### src/rtl/fp_radial_accum_pkg.sv
// Fixed-point definitions shared by the fingerprint datapath and the
// radial-accumulator constants.
`ifndef FIXED_PKG_VH
`define FIXED_PKG_VH
`define QWIDTH 32
`define Q 16
`define QONE 32'h0001_0000
`define QMAX 32'h7FFF_FFFF
`define QZERO 32'h0000_0000
`define FP_CNT_W 8
`endif

package fp_radial_accum_pkg;

   localparam int QW       = `QWIDTH;
   localparam int QF       = `Q;
   localparam int MUL_W    = 48;
   localparam int FP_CNT_W = `FP_CNT_W;

   localparam logic [QW-1:0] QMAX = `QMAX;

   localparam logic [1:0] ST_ACC   = 2'd0;
   localparam logic [1:0] ST_FLUSH = 2'd1;
   localparam logic [1:0] ST_OUT   = 2'd2;

endpackage

### src/rtl/fp_radial_accum_qmul.sv
// fp_qmul_clamp: combinational Q16.16 multiply; negative operands count as
// zero, result is (a*b)>>>Q as a 48-bit unsigned value.
module fp_qmul_clamp
   import fp_radial_accum_pkg::*;
(
   input  logic [QW-1:0]    op_a,
   input  logic [QW-1:0]    op_b,
   output logic [MUL_W-1:0] prod
);

   logic [QW-1:0]   a_c_s;
   logic [QW-1:0]   b_c_s;
   logic [2*QW-1:0] full_s;
   logic            unused_lsb_s;

   assign a_c_s  = op_a[QW-1] ? {QW{1'b0}} : op_a;
   assign b_c_s  = op_b[QW-1] ? {QW{1'b0}} : op_b;
   assign full_s = {{QW{1'b0}}, a_c_s} * {{QW{1'b0}}, b_c_s};

   // Both operands are non-negative, so the shift-right is the floor.
   assign prod         = full_s[QF+MUL_W-1:QF];
   assign unused_lsb_s = ^full_s[QF-1:0];

endmodule

### src/rtl/fp_radial_accum.sv
// Radial fingerprint accumulator: sums exp*fc over one neighbour frame.
// Optional FP_ACC_SAT_EN: saturating accumulator and clamped out_g/out_ovf.
module fp_radial_accum
   import fp_radial_accum_pkg::*;
#(
   parameter int ACC_W = 48,
   parameter int CNT_W = FP_CNT_W
)
(
   input  logic             clk,
   input  logic             rst_n,
   input  logic             in_valid,
   output logic             in_ready,
   input  logic [QW-1:0]    in_exp,
   input  logic [QW-1:0]    in_fc,
   input  logic             in_last,
   output logic             out_valid,
   input  logic             out_ready,
   output logic [QW-1:0]    out_g,
   output logic [CNT_W-1:0] out_cnt,
   output logic             out_ovf
);

   logic [1:0]       state_r;
   logic [1:0]       state_nxt_s;
   logic             accept_s;
   logic             consume_s;
   logic [MUL_W-1:0] q_s;
   logic [ACC_W-1:0] p_r;
   logic             p_valid_r;
   logic             p_last_r;
   logic [ACC_W-1:0] acc_r;
   logic [ACC_W-1:0] acc_sum_s;
   logic [CNT_W-1:0] cnt_r;
   logic             in_ready_r;
   logic             out_valid_r;
   logic [QW-1:0]    out_g_r;
   logic [CNT_W-1:0] out_cnt_r;
   logic             out_ovf_r;
   logic [QW-1:0]    g_nxt_s;
   logic             ovf_nxt_s;

   assign accept_s  = in_valid & in_ready_r & (state_r == ST_ACC);
   assign consume_s = out_valid_r & out_ready & (state_r == ST_OUT);

   fp_qmul_clamp u_qmul (
      .op_a (in_exp),
      .op_b (in_fc),
      .prod (q_s)
   );

`ifdef FP_ACC_SAT_EN
   localparam logic [ACC_W-1:0] ACC_QMAX = ACC_W'(QMAX);
   logic [ACC_W:0] wide_sum_s;

   assign wide_sum_s = {1'b0, acc_r} + {1'b0, p_r};

   // Saturating add and output clamp.
   always_comb begin
      acc_sum_s = wide_sum_s[ACC_W-1:0];
      g_nxt_s   = acc_r[QW-1:0];
      ovf_nxt_s = 1'b0;
      if (wide_sum_s > {2'b00, {(ACC_W-1){1'b1}}}) begin
         acc_sum_s = {1'b0, {(ACC_W-1){1'b1}}};
      end else begin
         acc_sum_s = wide_sum_s[ACC_W-1:0];
      end
      if (acc_r > ACC_QMAX) begin
         g_nxt_s   = QMAX;
         ovf_nxt_s = 1'b1;
      end else begin
         g_nxt_s   = acc_r[QW-1:0];
         ovf_nxt_s = 1'b0;
      end
   end
`else
   logic unused_acc_hi_s;

   assign acc_sum_s       = acc_r + p_r;
   assign g_nxt_s         = acc_r[QW-1:0];
   assign ovf_nxt_s       = 1'b0;
   assign unused_acc_hi_s = ^acc_r[ACC_W-1:QW];
`endif

   // Frame sequencing: collect beats, drain the product stage, present result.
   always_comb begin
      state_nxt_s = state_r;
      case (state_r)
         ST_ACC: begin
            if (accept_s && in_last) begin
               state_nxt_s = ST_FLUSH;
            end else begin
               state_nxt_s = ST_ACC;
            end
         end
         ST_FLUSH: begin
            if (p_valid_r && p_last_r) begin
               state_nxt_s = ST_OUT;
            end else begin
               state_nxt_s = ST_FLUSH;
            end
         end
         ST_OUT: begin
            if (consume_s) begin
               state_nxt_s = ST_ACC;
            end else begin
               state_nxt_s = ST_OUT;
            end
         end
         default: state_nxt_s = ST_ACC;
      endcase
   end

   // State register; in_ready is registered from the next state.
   always_ff @(posedge clk or negedge rst_n) begin
      if (!rst_n) begin
         state_r    <= ST_ACC;
         in_ready_r <= 1'b0;
      end else begin
         state_r    <= state_nxt_s;
         in_ready_r <= (state_nxt_s == ST_ACC);
      end
   end

   // Stage 1: registered clamped product of the accepted beat.
   always_ff @(posedge clk or negedge rst_n) begin
      if (!rst_n) begin
         p_r       <= {ACC_W{1'b0}};
         p_valid_r <= 1'b0;
         p_last_r  <= 1'b0;
      end else if (accept_s) begin
         p_r       <= ACC_W'(q_s);
         p_valid_r <= 1'b1;
         p_last_r  <= in_last;
      end else begin
         p_valid_r <= 1'b0;
         p_last_r  <= 1'b0;
      end
   end

   // Stage 2: accumulate products and count beats; cleared when the result leaves.
   always_ff @(posedge clk or negedge rst_n) begin
      if (!rst_n) begin
         acc_r <= {ACC_W{1'b0}};
         cnt_r <= {CNT_W{1'b0}};
      end else if (consume_s) begin
         acc_r <= {ACC_W{1'b0}};
         cnt_r <= {CNT_W{1'b0}};
      end else begin
         if (p_valid_r) begin
            acc_r <= acc_sum_s;
         end
         if (accept_s && (cnt_r != {CNT_W{1'b1}})) begin
            cnt_r <= cnt_r + CNT_W'(1);
         end
      end
   end

   // Result register: loaded once acc is final, held until consumed.
   always_ff @(posedge clk or negedge rst_n) begin
      if (!rst_n) begin
         out_valid_r <= 1'b0;
         out_g_r     <= {QW{1'b0}};
         out_cnt_r   <= {CNT_W{1'b0}};
         out_ovf_r   <= 1'b0;
      end else if ((state_r == ST_OUT) && !out_valid_r) begin
         out_valid_r <= 1'b1;
         out_g_r     <= g_nxt_s;
         out_cnt_r   <= cnt_r;
         out_ovf_r   <= ovf_nxt_s;
      end else if (consume_s) begin
         out_valid_r <= 1'b0;
      end
   end

   assign in_ready  = in_ready_r;
   assign out_valid = out_valid_r;
   assign out_g     = out_g_r;
   assign out_cnt   = out_cnt_r;
   assign out_ovf   = out_ovf_r;

endmodule

### config.mk
export PLATFORM = sky130hd
export DESIGN_NAME = fp_radial_accum
export DESIGN_NICKNAME = d
export VERILOG_FILES = /design/src/rtl/fp_radial_accum_pkg.sv /design/src/rtl/fp_radial_accum_qmul.sv /design/src/rtl/fp_radial_accum.sv
export SDC_FILE = /design/constraint.sdc
export NUM_CORES = 2
export LEC_CHECK = 0
export ABC_AREA = 1
export CAP_MARGIN = 20
export CORE_MARGIN = 3
export CORE_UTILIZATION = 46
export DETAILED_ROUTE_END_ITERATION = 8
export GPL_TIMING_DRIVEN = 0
export SLEW_MARGIN = 20
export SYNTH_ARGS = -nofsm -noshare
export SYNTH_HDL_FRONTEND = slang
export SYNTH_SLANG_ARGS = --single-unit
### constraint.sdc
create_clock -name clk -period 2.5 [get_ports clk]
set_input_delay 0.5 -clock clk [delete_from_list [all_inputs] [get_ports clk]]
set_output_delay 0.5 -clock clk [all_outputs]
set_load 0.01 [all_outputs]
==> flow_metrics.tcl <==
set metrics [dict create \
    outcome "finished with violations" \
    violations "negative setup slack" \
    numCtsBuffers 17 \
    clockBufferDepth 2 \
    start_kind "primary input" \
    n_fill_cell 6088 \
    gp_congestion 1.04 \
    pre_cts_slack_ps -6220 \
    ys_types 56 \
    routed_wl_um 134000 \
    critPathKind "in2reg" \
    start_util 0.468 \
    hpwl_um 104000 \
    core_mm2 0.0706 \
    die_w_um 274 \
    cts_tree "done" \
    max_stage_delay_ps 590 \
    syn-cell-area_mm2 0.0331 \
    ys_seq_elements 118 \
    async_reset_ff_frac 1.00 \
    tightest_slew_ps 827 \
    dr.pass1.iters 6 \
    cp_common_cell "fa_1" \
    seqPwrFrac 0.068 \
    power.switching_uw 24000 \
    ys_top_cells_by_area "fa_1 45%, inv_1 11%, dfrtp_1 8.9%, nand2_1 8.9%, ha_1 7.8%" \
    relSlewSlack 0.449 \
    track_usage 0.367 \
    yosysMostFrequentCell "inv_1" \
    p_clk_frac 0.059 \
    root_buffer "clkbuf_16" \
    skew_ps 10.6 \
    grt_pass1_vias 31800 \
    fmax_ghz 0.142 \
    num_vias 30300 \
    ys.flop_type "dfrtp_1" \
    ant_nets 0 \
    setup_tns_ps -137990 \
    ff2ff_path_depth 9 \
    maxCapViolCount 0 \
    die_h_um 274 \
    synth_edf_count 0 \
    p_sw_frac 0.549 \
    area_delta_synth_final_pct 32.5 \
    r2r-end "acc_r[26]$_DFFE_PN0P_" \
    ios 112 \
    crit_slowest_cell "fa_2" \
    final-hold-violation-count 0 \
    p_int_uw 19700 \
    cp.required_ps 2810 \
    antenna_found_initial 3 \
    comb_power_share 0.874 \
    postSynthAreaPerCell_um2 8.08 \
    reg2reg_setup_slack_ps 30 \
    wl_per_cell_um 24.5 \
    finalWorstSetupSlack_ps -4520 \
    rows 97 \
    peakVddDrop_mv 1.40 \
    synth_cells 4092 \
    cp-startpoint "in_exp[31]" \
    cts.sinks 118 \
    synth_common_cells "953 x inv_1, 783 x nand2_1, 749 x fa_1" \
    arrival_ps 7340 \
    h-tree-depth 4 \
    hold_class "in2async" \
    synth_top_cell_area_share 0.453 \
    grt_pass1_wl_um 200000 \
    period_needed_ps 7020 \
    nNetsFinal 5536 \
    numPortBuffers 108 \
    yosys_warnings 0 \
    synth_top_cell_by_area "fa_1" \
    die_area_mm2 0.0751 \
    drive_above_1_share 0.236 \
    min_period_over_period 2.81 \
    clk_pin_slew_worst_paths_ps 60 \
    holdBufCountCts 0 \
    powerDensity_mw_per_mm2 998 \
    p_leak_uw 0.0213 \
    synth_nets 5115 \
    seq_area_frac_synth 0.0893 \
    vias_per_cell 5.54 \
    r2r-start "p_r[19]$_DFFE_PN0P_" \
    overflow 0 \
    drv_slew 0 \
    drc 0 \
    dp_cells 5141 \
    drt_iter0_drc 3172 \
    critPathMaxFanout 6 \
    setup_viol 32 \
    endpoint_kind "register" \
    grt_setup_unrepaired "true" \
    crit_path_end "p_r[23]$_DFFE_PN0P_" \
    insertion_delay_ps 430 \
    grt_max_degree 68 \
    stdcell_count 5468 \
]
==> power by group through the flow <==
stage	registers [µW]	clock network, µW	logic [µW]
final	2950	2570	38200
after global routing	3010	2710	41200
after CTS	2940	2610	34000
after detailed placement	2970	0	26100
after global placement	2960	0	26100
after floorplan	2780	0	18400
==> critical path: cells and delay by family <==
family,cells,cell delay (ps)
adders and majority gates,9,4400
and+or+nand+nor,15,1530
buffers and inverters,10,900
==> timing repair <==
item / 4_1_cts / 5_1_grt
gates cloned: 6 / 0
resized for setup: 907 / 204
pin swaps: 258 / 140
buffers inserted: 246 / 45
setup endpoints to repair: 40 / 50
==> flip-flops by register name, summed over array words and instances, names as in the netlist <==
name       cells
acc_r         32
out_g         32
p_r           32
cnt_r          8
out_cnt        8
state_r        2
in_ready       1
out_valid      1
p_last_r       1
p_valid_r      1
==> kinds of logic after synthesis <==
group,share of synthesized area
other,0.000113
muxes,0.00102
xor gates and xnor gates,0.00583
and+or+nand+nor,0.186
buffers and inverters,0.129
AOI/OAI and AO/OA,0.0578
adders and majority gates,0.531
DFF,0.0893
==> worst min path at each step <==
stage	to	slack, ps	cells after the start	start
6_report	out_cnt[0]$_DFFE_PN0P_	5	1	rst_n
4_1_cts	out_cnt[0]$_DFFE_PN0P_	30	1	rst_n
3_3_place_gp	out_g[27]$_DFFE_PN0P_	470	2	out_g[27]$_DFFE_PN0P_
5_1_grt	out_cnt[0]$_DFFE_PN0P_	40	1	rst_n
3_5_place_dp	out_g[29]$_DFFE_PN0P_	470	2	out_g[29]$_DFFE_PN0P_
2_1_floorplan	acc_r[0]$_DFFE_PN0P_	200	0	rst_n
==> layer usage <==
layer,track usage,vias up,share of wire
li1,-,12900,-
met1,0.495,15200,0.39
met2,0.534,1697,0.42
met3,0.0974,448,0.11
met4,0.213,4,0.077
met5,0.00197,-,0.00020
==> placed cells by master (no fill, tap or decap), types with 18 or more instances in the layout <==
cell / n
buf_12: 32
nor2_1: 440
ha_1: 170
fa_1: 680
buf_6: 37
nand2_4: 40
nand4_1: 20
a21oi_1: 63
inv_1: 864
nor2_4: 70
clkdlybuf4s50_1: 65
buf_4: 235
nor2_2: 84
o21ai_1: 27
clkbuf_16: 85
nand2_1: 684
a21oi_4: 30
a21oi_2: 23
clkbuf_1: 18
nand3_1: 63
nand2_2: 49
o21ai_0: 102
ha_4: 33
dlygate4sd2_1: 41
inv_2: 59
dfrtp_1: 118
fa_2: 69
nand2_8: 28
==> final cells by class <==
cell class | instances | area, µm² | area share
diodes | 3 | 7.51 | 0.000171
plain buffers | 145 | 2490 | 0.0568
clock buffers | 18 | 429 | 0.00979
clock inverters | 13 | 181 | 0.00414
inverters | 968 | 3860 | 0.0880
multi-input cells | 2859 | 28900 | 0.659
flip-flops and latches | 118 | 2950 | 0.0674
well taps | 940 | 1180 | 0.0268
repair buffers | 404 | 3860 | 0.0880
==> per-stage QoR <==
stage	utilization	cell area (µm²)	power (µW)	hold slack (ps)
global placement	0.514	36300	29100	467
floorplan	-	34100	21100	204
finish	0.620	43800	43700	5.20
detailed placement	0.514	36300	29100	473
global route	0.620	43800	46900	41.4
CTS	0.605	42700	39600	25.5
No activity file was read; power rests on OpenSTA's default activity.
